File: config.mk
export PLATFORM = sky130hd
export DESIGN_NAME = traffic_phase_sequencer
export DESIGN_NICKNAME = d
export VERILOG_FILES = /design/src/rtl/traffic_phase_sequencer.sv
export SDC_FILE = /design/constraint.sdc
export NUM_CORES = 1
export LEC_CHECK = 0
export ABC_AREA = 1
export CORE_AREA = 2 2 39 41
export DETAILED_ROUTE_END_ITERATION = 10
export DIE_AREA = 0 0 41 43
export HOLD_SLACK_MARGIN = 0.1
export MAX_ROUTING_LAYER = met4
export PLACE_DENSITY = 0.58
export SLEW_MARGIN = 20
export SYNTH_ARGS = -nofsm -noshare
export SYNTH_HDL_FRONTEND = slang
export SYNTH_SLANG_ARGS = --single-unit
File: constraint.sdc
create_clock -name clk -period 1.6 [get_ports clk]
set_input_delay 0.32 -clock clk [delete_from_list [all_inputs] [get_ports clk]]
set_output_delay 0.32 -clock clk [all_outputs]
set_load 0.005 [all_outputs]
File: src/rtl/traffic_phase_sequencer.sv
// traffic_phase_sequencer
// Timed RED -> GREEN -> YELLOW -> RED phase generator that feeds the
// traffic-light action decoder. Each phase lasts a parameterised number of
// enabled clock cycles. A level fault forces and holds RED, and a pedestrian
// request can shorten GREEN.
//
// Optional feature macro: PED_REQ_EN
//   defined   : ped_req is latched into a sticky pending flag that shortens
//               the current or next GREEN to MIN_GREEN_TICKS.
//   undefined : ped_req is ignored and GREEN always lasts GREEN_TICKS.
module traffic_phase_sequencer #(
    parameter int CNT_W           = 4,
    parameter int RED_TICKS       = 4,
    parameter int GREEN_TICKS     = 6,
    parameter int YELLOW_TICKS    = 2,
    parameter int MIN_GREEN_TICKS = 2
) (
    input  logic             clk,
    input  logic             reset_n,
    input  logic             enable,
    input  logic             fault,
    input  logic             ped_req,
    output logic [1:0]       color,
    output logic [CNT_W-1:0] ticks_left,
    output logic             phase_start
);

    // Colour codes double as the state encoding, so color is the state register.
    typedef enum logic [1:0] {
        ST_RED    = 2'b00,
        ST_GREEN  = 2'b01,
        ST_YELLOW = 2'b10
    } state_e;

    // Counter reload values: a phase of N enabled cycles counts N-1 down to 0.
    localparam logic [CNT_W-1:0] RED_LD    = CNT_W'(RED_TICKS - 1);
    localparam logic [CNT_W-1:0] GREEN_LD  = CNT_W'(GREEN_TICKS - 1);
    localparam logic [CNT_W-1:0] YELLOW_LD = CNT_W'(YELLOW_TICKS - 1);
    localparam logic [CNT_W-1:0] MIN_LD    = CNT_W'(MIN_GREEN_TICKS - 1);

    state_e             state_q;
    state_e             state_d;
    logic [CNT_W-1:0]   ticks_q;
    logic [CNT_W-1:0]   ticks_d;
    logic               start_q;
    logic               start_d;
    logic               fault_q;       // fault as seen on the previous edge
    logic               ped_pending_q;
    logic               ped_pending_d;

    // Request seen this cycle (zero when the pedestrian feature is built out).
    logic               ped_set;
    // Pending request including one arriving this very cycle.
    logic               ped_eff;

    // Decoded "what happens when the current phase expires".
    state_e             next_phase;
    logic [CNT_W-1:0]   next_load;
    logic               state_legal;

`ifdef PED_REQ_EN
    assign ped_set = ped_req;
`else
    // Port kept for a uniform interface; its value is deliberately dropped.
    logic ped_req_unused;
    assign ped_req_unused = ped_req;
    assign ped_set        = 1'b0;
`endif

    assign ped_eff = ped_pending_q | ped_set;

    // Successor phase and its counter reload for the current phase.
    always_comb begin
        next_phase  = ST_RED;
        next_load   = RED_LD;
        state_legal = 1'b1;
        case (state_q)
            ST_RED: begin
                next_phase = ST_GREEN;
                next_load  = ped_eff ? MIN_LD : GREEN_LD;
            end
            ST_GREEN: begin
                next_phase = ST_YELLOW;
                next_load  = YELLOW_LD;
            end
            ST_YELLOW: begin
                next_phase = ST_RED;
                next_load  = RED_LD;
            end
            default: begin
                state_legal = 1'b0;
            end
        endcase
    end

    // Next-state logic: fault override, phase advance, GREEN shortening,
    // countdown, hold -- in that priority order.
    always_comb begin
        state_d       = state_q;
        ticks_d       = ticks_q;
        start_d       = 1'b0;
        ped_pending_d = ped_eff;

        if (fault) begin
            // Enable is ignored; only the first fault cycle marks a new phase.
            state_d = ST_RED;
            ticks_d = RED_LD;
            start_d = ~fault_q;
        end else if (!state_legal) begin
            // Unreachable encoding: fall back to the start of a RED phase.
            state_d = ST_RED;
            ticks_d = RED_LD;
        end else if (enable && (ticks_q == '0)) begin
            state_d = next_phase;
            ticks_d = next_load;
            start_d = 1'b1;
            // Leaving GREEN consumes the pending request; a request arriving
            // on this same edge survives for the next GREEN.
            if (state_q == ST_GREEN) begin
                ped_pending_d = ped_set;
            end
        end else if (enable && (state_q == ST_GREEN) && ped_eff && (ticks_q > MIN_LD)) begin
            ticks_d = MIN_LD;
        end else if (enable) begin
            ticks_d = ticks_q - 1'b1;
        end
    end

    // State, counter and flag registers.
    always_ff @(posedge clk or negedge reset_n) begin
        if (!reset_n) begin
            state_q       <= ST_RED;
            ticks_q       <= RED_LD;
            start_q       <= 1'b0;
            fault_q       <= 1'b0;
            ped_pending_q <= 1'b0;
        end else begin
            state_q       <= state_d;
            ticks_q       <= ticks_d;
            start_q       <= start_d;
            fault_q       <= fault;
            ped_pending_q <= ped_pending_d;
        end
    end

    assign color       = state_q;
    assign ticks_left  = ticks_q;
    assign phase_start = start_q;

endmodule

==> results.py <==
metrics = {
    "setup_path": {
        "path_cells": "clkdlybuf4s50_1",
        "crit_family": "buffers and inverters",
        "cp.required_ns": 1.28,
        "crit_slowest_cell": "clkdlybuf4s50_1",
        "cp_data_arrival_time_ns": 1.22,
        "slowest_delay_ns": 0.53,
        "critPathBufInv": 1,
        "cp-start-kind": "flip-flop",
        "critPathMaxFanout": 5,
        "critPathCaptureType": "primary output",
        "path_class": "flip-flop to primary output",
    },
    "grt": {
        "grt_pass1_wl_um": 1590,
        "gr-total-overflow": 0,
        "grt_antenna_before_repair": 0,
        "grt.total_usage_pct": 13.9,
        "grt_max_degree": 9,
        "grt_pass1_vias": 392,
    },
    "sta": {
        "rsz0062_at_grt": "false",
        "clock.fmax_mhz": 648,
        "fin_worst_skew_ns": 0.0115,
        "min_period_ns": 1.54,
        "fin_crit_sh_pct": 96.4,
        "final-setup-viol-count": 0,
        "relSlewSlack_pct": 73.5,
        "hold_viol": 0,
        "tightest_slew_ns": 0.396,
        "report.final.slew_viol_count": 0,
        "fin_ws_ns": 0.0574,
        "tns_ns": 0,
    },
    "final_layout": {
        "syn_to_final_growth_pct": 35.2,
        "fin_nets": 80,
        "n_fill_cell": 154,
        "final-seq-area_um2": 204,
        "drive_above_1_share_pct": 24.7,
        "n_antenna_cell": 0,
        "multi_input_area_um2": 203,
    },
    "die": {
        "dieArea_mm2": 0.00176,
        "start_util_pct": 32.6,
        "fp.dieW_um": 41,
        "die_h_um": 43,
        "io_pins": 12,
        "num_rows": 14,
        "core_area_mm2": 0.00138,
    },
    "cts": {
        "cts-root-buf": "clkbuf_4",
        "clkTransAtPathRegs_ns": 0.06,
        "clock-sinks": 8,
        "hold_buffers": 0,
        "clk_latency_ns": 0.26,
        "clk_path_buf_depth": 2,
        "numCtsBuffers": 3,
        "cts_tree": "built",
        "htreeDepth": 1,
    },
    "detailed_routing": {
        "wire_per_inst_um": 10.3,
        "drc": 0,
        "drtAntennaViolNets": 0,
        "first_pass_iters": 2,
        "drtIter0Drc": 1,
        "vias": 402,
        "drt-total-wl_um": 915,
        "viasPerCell": 4.52,
    },
    "place": {
        "dp_hpwl_um": 710,
        "place_ws_ns": 0.170,
        "gp_congestion": 0.739,
        "numPortBuffers": 10,
    },
    "pwr": {
        "ir_drop_uv": 400,
        "design_power_total_mw": 0.551,
        "leakage_nw": 0.319,
        "p_per_area_mw_per_mm2": 902,
    },
    "logic_synthesis": {
        "synth_largest_area_cell": "dfrtp_1",
        "yosysWarningCount": 0,
        "netlist.area_leader.share_pct": 33.2,
        "netlist_instances": 58,
        "yosysUniqueCellTypes": 18,
        "synth-seq-cells": 8,
        "seq_area_frac_synth_pct": 44.9,
        "avgSynthCellArea_um2": 7.79,
        "synthTopCellsByArea": "dfrtp_1 (33%), dfstp_2 (12%), nand2_1 (11%), inv_1 (9.1%), nand3_1 (7.8%)",
        "synth_nets": 64,
        "synth.cell_area_um2": 452,
    },
    "run_status": {
        "status": "finished, final reports clean",
    },
    "worst_hold_path": {
        "holdCritPathClass": "input port to async pin",
    },
    "flow_run": {
        "maxCapViolCount": 0,
    },
}
-- power breakdown --
group	leakage (nW)	total, mW	switching (mW)	internal (mW)
combinational	0.206	0.131	0.0649	0.0660
sequential	0.0979	0.246	0.0199	0.226
clock	0.0150	0.174	0.0782	0.0959
-- kinds of logic (layout without fill, tap and decap cells) --
family	after synthesis	in the layout	synth area share [%]
DFF	8	8	44.9
AOI/OAI and AO/OA	4	4	4.71
and+or+nand+nor	32	32	36.8
adders and majority gates	1	1	2.77
buffers and inverters	13	28	10.8
-- registers in the layout (all words and copies together), names as in the netlist --
| name | flops |
|---|---|
| ticks_left | 4 |
| color | 2 |
| fault_q | 1 |
| phase_start | 1 |
-- per-layer routing --
| metal | up-vias | GRT usage [%] | part of all wire (%) |
|---|---|---|---|
| met2 | 7 | 18.1 | 47 |
| met1 | 181 | 18.2 | 47 |
| met5 | - | - | 0 |
| met4 | 0 | 12.0 | 3.6 |
| met3 | 4 | 1.57 | 2.2 |
| li1 | 210 | - | - |
-- synth_stat cells (all sizes together) --
library cell / count
nand2: 17
nand4: 1
nor3: 1
dfrtp: 6
o21ai: 1
ha: 1
nand3: 8
inv: 13
nor2: 5
a21oi: 2
dfstp: 2
o22ai: 1
-- cell type report --
class                   instances  area share [%]
clock buffers                   4            4.30
inverters                      13            7.99
multi-input cells              37            33.2
flip-flops and latches          8            33.4
well taps                      16            3.28
repair buffers                 11            17.8
-- cells in the final DEF, fill, tap and decap left out, drive strengths merged --
cell type and instances:
nand2 17, inv 13, clkdlybuf4s50 8, nand3 8, dfrtp 6, nor2 5
clkbuf 4, a21oi 2, dfstp 2, o22ai 1, nor3 1, o21ai 1
nand4 1, ha 1, dlymetal6s2s 1, dlygate4sd2 1, buf 1
-- worst register-to-register path, delay by kind of cell, from the launching register on --
| kind | cells | cell delay (ns) |
|---|---|---|
| buf+inv | 4 | 0.28 |
| simple gates | 5 | 0.44 |
| fa+ha+maj | 1 | 0.19 |
| flops | 1 | 0.52 |
-- metrics by stage --
stage	utilization [%]	std cells	instance area, um2	hold WS [ns]
finish	44.1	89	611	0.343
global route	44.1	89	611	0.374
CTS	43.7	89	604	0.350
detailed placement	41.3	84	572	0.422
global placement	41.3	84	572	0.420
floorplan	-	58	452	0.0244
-- repair_timing --
item / 4_1_cts / 5_1_grt
gates cloned: 0 / 0
endpoints found under the setup margin: 2 / 4
hold endpoints to repair: 0 / 0
buffers inserted: 1 / 0
pin swaps: 0 / 1
gates resized for setup: 1 / 3
-- final timing paths --
kind                                                 from  cells after the start                         to  slack [ns]
worst min-delay path                              reset_n                      1       color[0]$_DFFE_PN0P_        0.34
worst max-delay path                 color[0]$_DFFE_PN0P_                      1                   color[0]        0.06
worst max register to register  ticks_left[0]$_DFFE_PN1P_                     10  ticks_left[3]$_DFFE_PN0P_        0.11
worst min register to register          fault_q$_DFF_PN0_                      1      phase_start$_DFF_PN0_        0.43
min in group clk                        fault_q$_DFF_PN0_                      1      phase_start$_DFF_PN0_        0.43
max in group asynchronous                         reset_n                      1  ticks_left[1]$_DFFE_PN1P_        0.93
Power figures use the tool's default switching activity.
